<file path="src/rtl/etroc2_phaseshift_pkg.sv">
// Shared definitions for the multi-channel 40 MHz phase shifter.
//   - default parameter values (phase width, align load, lock/watchdog limits)
//   - lock FSM state encoding
//   - ch_field(): pulls channel k's pb-bit field out of a packed per-channel bus
package etroc2_phaseshift_pkg;

    localparam int DEF_PB         = 5;
    localparam int DEF_ALIGN_LOAD = 3;
    localparam int DEF_LOCK_COUNT = 4;
    localparam int DEF_WDOG_LIMIT = 64;

    // Widest packed configuration bus the field extractor handles (NCH*PB).
    localparam int MAX_BUS = 512;
    localparam int FIELD_W = 32;

    typedef enum logic [1:0] {
        ST_UNLOCKED = 2'd0,
        ST_ACQUIRE  = 2'd1,
        ST_LOCKED   = 2'd2
    } lock_state_t;

    // Channel k occupies bits [k*pb +: pb]; result is right-aligned and zero-filled.
    function automatic logic [FIELD_W-1:0] ch_field(input logic [MAX_BUS-1:0] bus,
                                                    input int k,
                                                    input int pb);
        logic [MAX_BUS-1:0] mask;
        mask = (MAX_BUS'(1) << pb) - MAX_BUS'(1);
        return FIELD_W'((bus >> (k * pb)) & mask);
    endfunction

endpackage

</file>
<file path="src/rtl/phase_pulse_gen.sv">
// One output channel of the phase shifter.
// Holds shadowed delay/width, compares them against the shared phase counter
// and registers the (enabled, optionally inverted) pulse.
// Ports:
//   i_clk1280  fast clock
//   i_rstn     synchronous active-low reset
//   i_phase    current phase counter value
//   i_load     copy i_delay/i_width into the shadows this cycle
//   i_delay    requested rising phase
//   i_width    requested high width
//   i_enable   channel enable (applied directly)
//   i_invert   output inversion (applied directly)
//   o_clkout   registered channel clock
module phase_pulse_gen
    import etroc2_phaseshift_pkg::*;
#(
    parameter int PB = DEF_PB
) (
    input  logic          i_clk1280,
    input  logic          i_rstn,
    input  logic [PB-1:0] i_phase,
    input  logic          i_load,
    input  logic [PB-1:0] i_delay,
    input  logic [PB-1:0] i_width,
    input  logic          i_enable,
    input  logic          i_invert,
    output logic          o_clkout
);

    localparam logic [PB-1:0] HALF = PB'(1) << (PB - 1);

    logic [PB-1:0] r_delay;
    logic [PB-1:0] r_width;
    logic [PB-1:0] w_fall;
    logic          w_pulse;
    logic          r_clkout;

    assign w_fall = r_delay + r_width;

    // Zero width degenerates to a single-count pulse; a falling edge below the
    // rising edge means the high window wraps through count 0.
    always_comb begin
        w_pulse = 1'b0;
        if (w_fall > r_delay) begin
            w_pulse = (i_phase >= r_delay) && (i_phase < w_fall);
        end else if (w_fall == r_delay) begin
            w_pulse = (i_phase == r_delay);
        end else begin
            w_pulse = !((i_phase >= w_fall) && (i_phase < r_delay));
        end
    end

    always_ff @(posedge i_clk1280) begin
        if (!i_rstn) begin
            r_delay  <= '0;
            r_width  <= HALF;
            r_clkout <= 1'b0;
        end else begin
            if (i_load) begin
                r_delay <= i_delay;
                r_width <= i_width;
            end
            r_clkout <= (i_enable & w_pulse) ^ i_invert;
        end
    end

    assign o_clkout = r_clkout;

endmodule

</file>
<file path="src/rtl/digital_phaseshifter_multi.sv">
// N-channel phase shifter for the readout clock tree.
// Samples clk40 as data, aligns a PB-bit phase counter to its rising edge,
// tracks alignment lock and drives one phase_pulse_gen per channel.
//
//   state     | meaning
//   ----------+-----------------------------------------------------------
//   UNLOCKED  | no reference seen yet or watchdog expired; shadows follow inputs
//   ACQUIRE   | edges seen, counting consecutive consistent edges
//   LOCKED    | LOCK_COUNT consistent edges seen; o_locked high
//
// Ports:
//   i_clk1280     fast clock, the only clock
//   i_rstn        synchronous active-low reset
//   i_clk40       40 MHz reference, asynchronous data
//   i_chEnable    per-channel enable
//   i_chInvert    per-channel output inversion
//   i_clockDelay  per-channel rising phase, channel k at [k*PB +: PB]
//   i_pulseWidth  per-channel high width, same packing
//   o_clkout      generated clocks
//   o_phaseCount  phase counter (debug)
//   o_locked      alignment locked
//   o_alignErr    one-cycle pulse on misaligned or missing reference edge
module digital_phaseshifter_multi
    import etroc2_phaseshift_pkg::*;
#(
    parameter int NCH        = 4,
    parameter int PB         = DEF_PB,
    parameter int ALIGN_LOAD = DEF_ALIGN_LOAD,
    parameter int LOCK_COUNT = DEF_LOCK_COUNT,
    parameter int WDOG_LIMIT = DEF_WDOG_LIMIT
) (
    input  logic              i_clk1280,
    input  logic              i_rstn,
    input  logic              i_clk40,
    input  logic [NCH-1:0]    i_chEnable,
    input  logic [NCH-1:0]    i_chInvert,
    input  logic [NCH*PB-1:0] i_clockDelay,
    input  logic [NCH*PB-1:0] i_pulseWidth,
    output logic [NCH-1:0]    o_clkout,
    output logic [PB-1:0]     o_phaseCount,
    output logic              o_locked,
    output logic              o_alignErr
);

    localparam int              WDW      = $clog2(WDOG_LIMIT + 1);
    localparam logic [PB-1:0]   LOAD_VAL = PB'(ALIGN_LOAD);
    localparam logic [PB-1:0]   PH_MAX   = '1;
    localparam logic [WDW-1:0]  WDOG_TC  = WDW'(WDOG_LIMIT);
    localparam logic [3:0]      GOOD_TC  = 4'(LOCK_COUNT);

    logic          r_sync;
    logic          r_d1;
    logic          r_d2;
    logic [PB-1:0] r_phase;
    logic [PB-1:0] w_phase_inc;
    logic          w_rise;
    logic          w_consistent;
    logic          w_shadow_load;

    lock_state_t   r_state;
    lock_state_t   w_state_nxt;
    logic [3:0]    r_good;
    logic [3:0]    w_good_nxt;
    logic [3:0]    w_good_inc;
    logic [WDW-1:0] r_wdog;
    logic [WDW-1:0] w_wdog_nxt;
    logic [WDW-1:0] w_wdog_inc;
    logic          r_locked;
    logic          r_align_err;
    logic          w_err;

    assign w_rise       = r_d1 & ~r_d2;
    assign w_phase_inc  = r_phase + PB'(1);
    // The edge is consistent when it reloads the value the counter would reach anyway.
    assign w_consistent = w_rise && (w_phase_inc == LOAD_VAL);
    assign w_good_inc   = r_good + 4'd1;
    assign w_wdog_inc   = r_wdog + WDW'(1);

    // Shadows load on the last count of a period so the new setting starts at count 0.
    assign w_shadow_load = (r_phase == PH_MAX) || (r_state == ST_UNLOCKED);

    always_ff @(posedge i_clk1280) begin
        if (!i_rstn) begin
            r_sync      <= 1'b0;
            r_d1        <= 1'b0;
            r_d2        <= 1'b0;
            r_phase     <= '0;
            r_state     <= ST_UNLOCKED;
            r_good      <= '0;
            r_wdog      <= '0;
            r_locked    <= 1'b0;
            r_align_err <= 1'b0;
        end else begin
            r_sync      <= i_clk40;
            r_d1        <= r_sync;
            r_d2        <= r_d1;
            r_phase     <= w_rise ? LOAD_VAL : w_phase_inc;
            r_state     <= w_state_nxt;
            r_good      <= w_good_nxt;
            r_wdog      <= w_wdog_nxt;
            r_locked    <= (w_state_nxt == ST_LOCKED);
            r_align_err <= w_err;
        end
    end

    always_comb begin
        w_state_nxt = r_state;
        w_good_nxt  = r_good;
        w_wdog_nxt  = w_rise ? '0 : w_wdog_inc;
        w_err       = 1'b0;

        case (r_state)
            ST_UNLOCKED: begin
                w_wdog_nxt = '0;
                if (w_rise) begin
                    w_good_nxt  = 4'd1;
                    w_state_nxt = (GOOD_TC <= 4'd1) ? ST_LOCKED : ST_ACQUIRE;
                end
            end
            ST_ACQUIRE: begin
                if (w_consistent) begin
                    w_good_nxt = w_good_inc;
                    if (w_good_inc >= GOOD_TC) begin
                        w_state_nxt = ST_LOCKED;
                    end
                end else if (w_rise) begin
                    w_good_nxt = 4'd1;
                    w_err      = 1'b1;
                end
            end
            ST_LOCKED: begin
                if (w_rise && !w_consistent) begin
                    w_state_nxt = ST_ACQUIRE;
                    w_good_nxt  = 4'd1;
                    w_err       = 1'b1;
                end
            end
            default: begin
                w_state_nxt = ST_UNLOCKED;
                w_wdog_nxt  = '0;
            end
        endcase

        // A rise in the expiry cycle has already cleared the watchdog and wins.
        if ((r_state != ST_UNLOCKED) && !w_rise && (w_wdog_inc == WDOG_TC)) begin
            w_state_nxt = ST_UNLOCKED;
            w_wdog_nxt  = '0;
            w_err       = 1'b1;
        end
    end

    for (genvar k = 0; k < NCH; k++) begin : g_ch
        logic [PB-1:0] w_delay;
        logic [PB-1:0] w_width;

        assign w_delay = PB'(ch_field(MAX_BUS'(i_clockDelay), k, PB));
        assign w_width = PB'(ch_field(MAX_BUS'(i_pulseWidth), k, PB));

        phase_pulse_gen #(
            .PB(PB)
        ) u_pulse (
            .i_clk1280 (i_clk1280),
            .i_rstn    (i_rstn),
            .i_phase   (r_phase),
            .i_load    (w_shadow_load),
            .i_delay   (w_delay),
            .i_width   (w_width),
            .i_enable  (i_chEnable[k]),
            .i_invert  (i_chInvert[k]),
            .o_clkout  (o_clkout[k])
        );
    end

    assign o_phaseCount = r_phase;
    assign o_locked     = r_locked;
    assign o_alignErr   = r_align_err;

endmodule

</file>
<file path="config.mk">
export PLATFORM = sky130hd
export DESIGN_NAME = digital_phaseshifter_multi
export DESIGN_NICKNAME = d
export VERILOG_FILES = /design/src/rtl/etroc2_phaseshift_pkg.sv /design/src/rtl/phase_pulse_gen.sv /design/src/rtl/digital_phaseshifter_multi.sv
export SDC_FILE = /design/constraint.sdc
export NUM_CORES = 1
export LEC_CHECK = 0
export ABC_AREA = 1
export CAP_MARGIN = 15
export CORE_AREA = 2 2 112 114
export DETAILED_ROUTE_END_ITERATION = 8
export DIE_AREA = 0 0 114 116
export PLACE_DENSITY = 0.62
export SETUP_SLACK_MARGIN = 0.4
export SLEW_MARGIN = 5
export SYNTH_ARGS = -nofsm -noshare
export SYNTH_HDL_FRONTEND = slang
export SYNTH_SLANG_ARGS = --single-unit
</file>
<file path="constraint.sdc">
create_clock -name i_clk1280 -period 5 [get_ports i_clk1280]
set_clock_uncertainty 0.2 [all_clocks]
set_input_delay 1 -clock i_clk1280 [delete_from_list [all_inputs] [get_ports i_clk1280]]
set_output_delay 1 -clock i_clk1280 [all_outputs]
set_load 0.01 [all_outputs]
</file>
==> flow_summary.ini <==
[logic_synthesis]
synth_area_per_cell_um2 = 7.19
synthCells = 709
yosysTopAreaCellShare_pct = 26.3
synthesis.area_um2 = 5090
syn_nets = 838
yosysTopAreaCell = dfxtp_1
ys_seq_elements = 67
seq_area_frac_synth_pct = 26.3
yosysUniqueCellTypes = 30
yosys_warnings = 0
ys_top_cells_by_area = dfxtp_1 (26%), ha_1 (18%), nand2_1 (8.0%), inv_1 (6.6%), nor2_1 (5.7%)

[placed_design]
dp_hpwl_mm = 9.12
dp.cells = 900
dp_slack_ns = 1.77
port-buffer-count = 61
gp_congestion = 0.831

[route]
drt_iter0_markers = 249
wire_per_inst_um = 13.2
totalWireLength_mm = 12.1
postRouteAntennaNets = 0
viasPerCell = 5.17
drc = 0
drt_first_pass_iters = 5
via_count = 4727

[floorplan]
die_x_um = 114
dieArea_um2 = 13200
fp-row-count = 40
core_um2 = 11900
top_level_ports = 62
die_h_um = 116
start_util_pct = 42.8

[status]
status = completed

[clock_tree]
cts_tree = built
htree_levels = 3
cts_resized = 0
hold_buffers = 0
clock_latency_ns = 0.34
cts_buffers = 9
cts.clk_slew.worst_paths_ns = 0.05
ctsRootBufferMaster = clkbuf_16
post_cts_buffers = 0
cts_sinks = 67
cts.path.max_buffers = 2

[timing]
rsz0062_at_grt = false
setup_ws_ns = 2.07
setup_viol = 0
slew_viol_final = 0
fmax_mhz = 342
fin_crit_sh_pct = 58.5
worstMarginPinSlew_ns = 0.632
hold_violations = 0
relSlewSlack_pct = 57.8
whs_ns = 0.210
fin_crit_ns = 2.93
finalSetupTns_ns = 0

[critical_path]
timing.rr.end = r_good[0]
crit_chain = clkdlybuf4s50_1
worstSetupPathType = register to output pin
cp_slowest_stage_delay_ns = 0.72
critical_path.top_delay_family = flip-flops
cp_max_fo = 12
r2r_start = o_phaseCount[1]
crit_buf_inv = 1
reg2reg_slack_ns = 2.30
worst_r2r_path_depth = 11
setup.worst_path.end_class = output pin
worstSetupPathDepth = 1
crit_slowest_cell = dfxtp_1
arrival_ns = 1.73
worst-endpoint-required_ns = 3.80
crit_path_start_kind = register

[run]
cap_viol_max_count = 0

[grt]
overflow = 0
antenna_found_initial = 0
grt_pass1_wl_mm = 19.8
grt_use_total_pct = 19.1
grt_max_degree = 53
first_global_vias = 4340

[power_and_ir_drop]
power_density_nw_per_um2 = 286
worst_ir_drop_vdd_uv = 141
leakage_nw = 3.05

[hold_path]
min_path_type = register to register
hold_path_end = r_d1
min-delay-start = r_sync
timing.hold.worst_path_depth = 2

[layout]
final_cells = 915
nets = 893
syn2layout_area_growth_pct = 19.3
insertedDiodeCount = 0
fillers = 1176
layout-drive-gt1-share_pct = 8.46
utilization_pct = 51.0
==> registers in the layout, indices dropped and copies added (netlist names) <==
register,cells
g_ch.u_pulse.r_delay,20
g_ch.u_pulse.r_width,20
r_wdog,7
o_phaseCount,5
g_ch.u_pulse.o_clkout,4
r_good,4
r_state,2
o_alignErr,1
o_locked,1
r_d1,1
r_d2,1
r_sync,1
==> layer usage <==
layer | up-vias | GRT usage (%) | part of all wire [%]
li1 | 2456 | - | -
met1 | 2144 | 23.7 | 48
met2 | 107 | 32.3 | 46
met3 | 20 | 3.97 | 4.2
met4 | 0 | 7.97 | 2.2
met5 | - | 0 | 0
==> per-stage QoR <==
| step | total power [mW] | instance area [µm²] |
|---|---|---|
| after floorplan | 1.02 | 5090 |
| after global placement | 1.15 | 5820 |
| after CTS | 1.76 | 6080 |
| final | 1.74 | 6080 |
| after global routing | 1.86 | 6080 |
| after detailed placement | 1.17 | 5820 |
==> cells by family (layout without fill, tap and decap cells) <==
group,after synthesis,count (layout),synth area share [%]
adders and majority gates,78,78,19.7
and+or+nand+nor,310,310,29.0
buffers and inverters,117,176,9.06
DFF,67,67,26.3
xor gates and xnor gates,21,21,3.61
AOI/OAI and AO/OA,116,116,12.3
==> cell usage after synthesis <==
library cell / count
a31oi_1: 1
o311ai_0: 2
nor2_2: 4
xnor2_1: 7
nand3_2: 11
nand4_1: 24
xor2_1: 14
or2_2: 2
o21ai_0: 48
ha_1: 74
nand2_1: 109
o31a_1: 2
inv_1: 89
dfxtp_1: 67
a32o_1: 1
inv_2: 9
nand2_2: 19
buf_4: 4
clkbuf_1: 14
nor2_1: 78
fa_1: 4
nand2_4: 1
o21a_1: 6
buf_6: 1
nand3_1: 49
or2_4: 3
nand3b_1: 9
o211a_1: 2
and3_1: 1
a21oi_1: 54
==> how the worst max path moves through the flow <==
stage,startpoint,to,slack [ns]
after global placement,i_rstn,r_wdog[5],1.82
final,o_phaseCount[1],o_phaseCount[1],2.07
after detailed placement,i_rstn,r_wdog[5],1.77
after global routing,i_rstn,r_wdog[5],1.95
after CTS,o_phaseCount[2],o_phaseCount[2],2.03
after floorplan,g_ch[0].u_pulse.r_delay[0],g_ch[0].u_pulse.o_clkout,2.61
==> power breakdown <==
part | switching [mW] | internal [mW] | total (mW)
Combinational | 0.315 | 0.239 | 0.554
Sequential | 0.0334 | 0.570 | 0.603
Clock | 0.235 | 0.344 | 0.579
==> layout by cell type, fill, tap and decap left out, drive strengths merged, types with 3 or more instances in the layout <==
master	synthesis	layout
xor2	14	14
nand2	129	129
ha	74	74
inv	98	98
clkinv	0	3
nor2	82	82
clkbuf	14	12
nand3b	9	9
xnor2	7	7
fa	4	4
or2	5	5
nand3	60	60
dfxtp	67	67
o21a	6	6
clkdlybuf4s50	0	61
a21oi	54	54
o21ai	48	48
nand4	24	24
==> final cells by class <==
type,count,area (µm²),share of cell area (%)
Clock buffer,12,246,4.05
Clock inverter,3,15.0,0.247
Inverter,98,368,6.05
Multi-Input combinational cell,525,3300,54.3
Sequential cell,67,1340,22.1
Tap cell,147,184,3.03
Timing Repair Buffer,63,626,10.3
(Power assumes the default switching activity.)
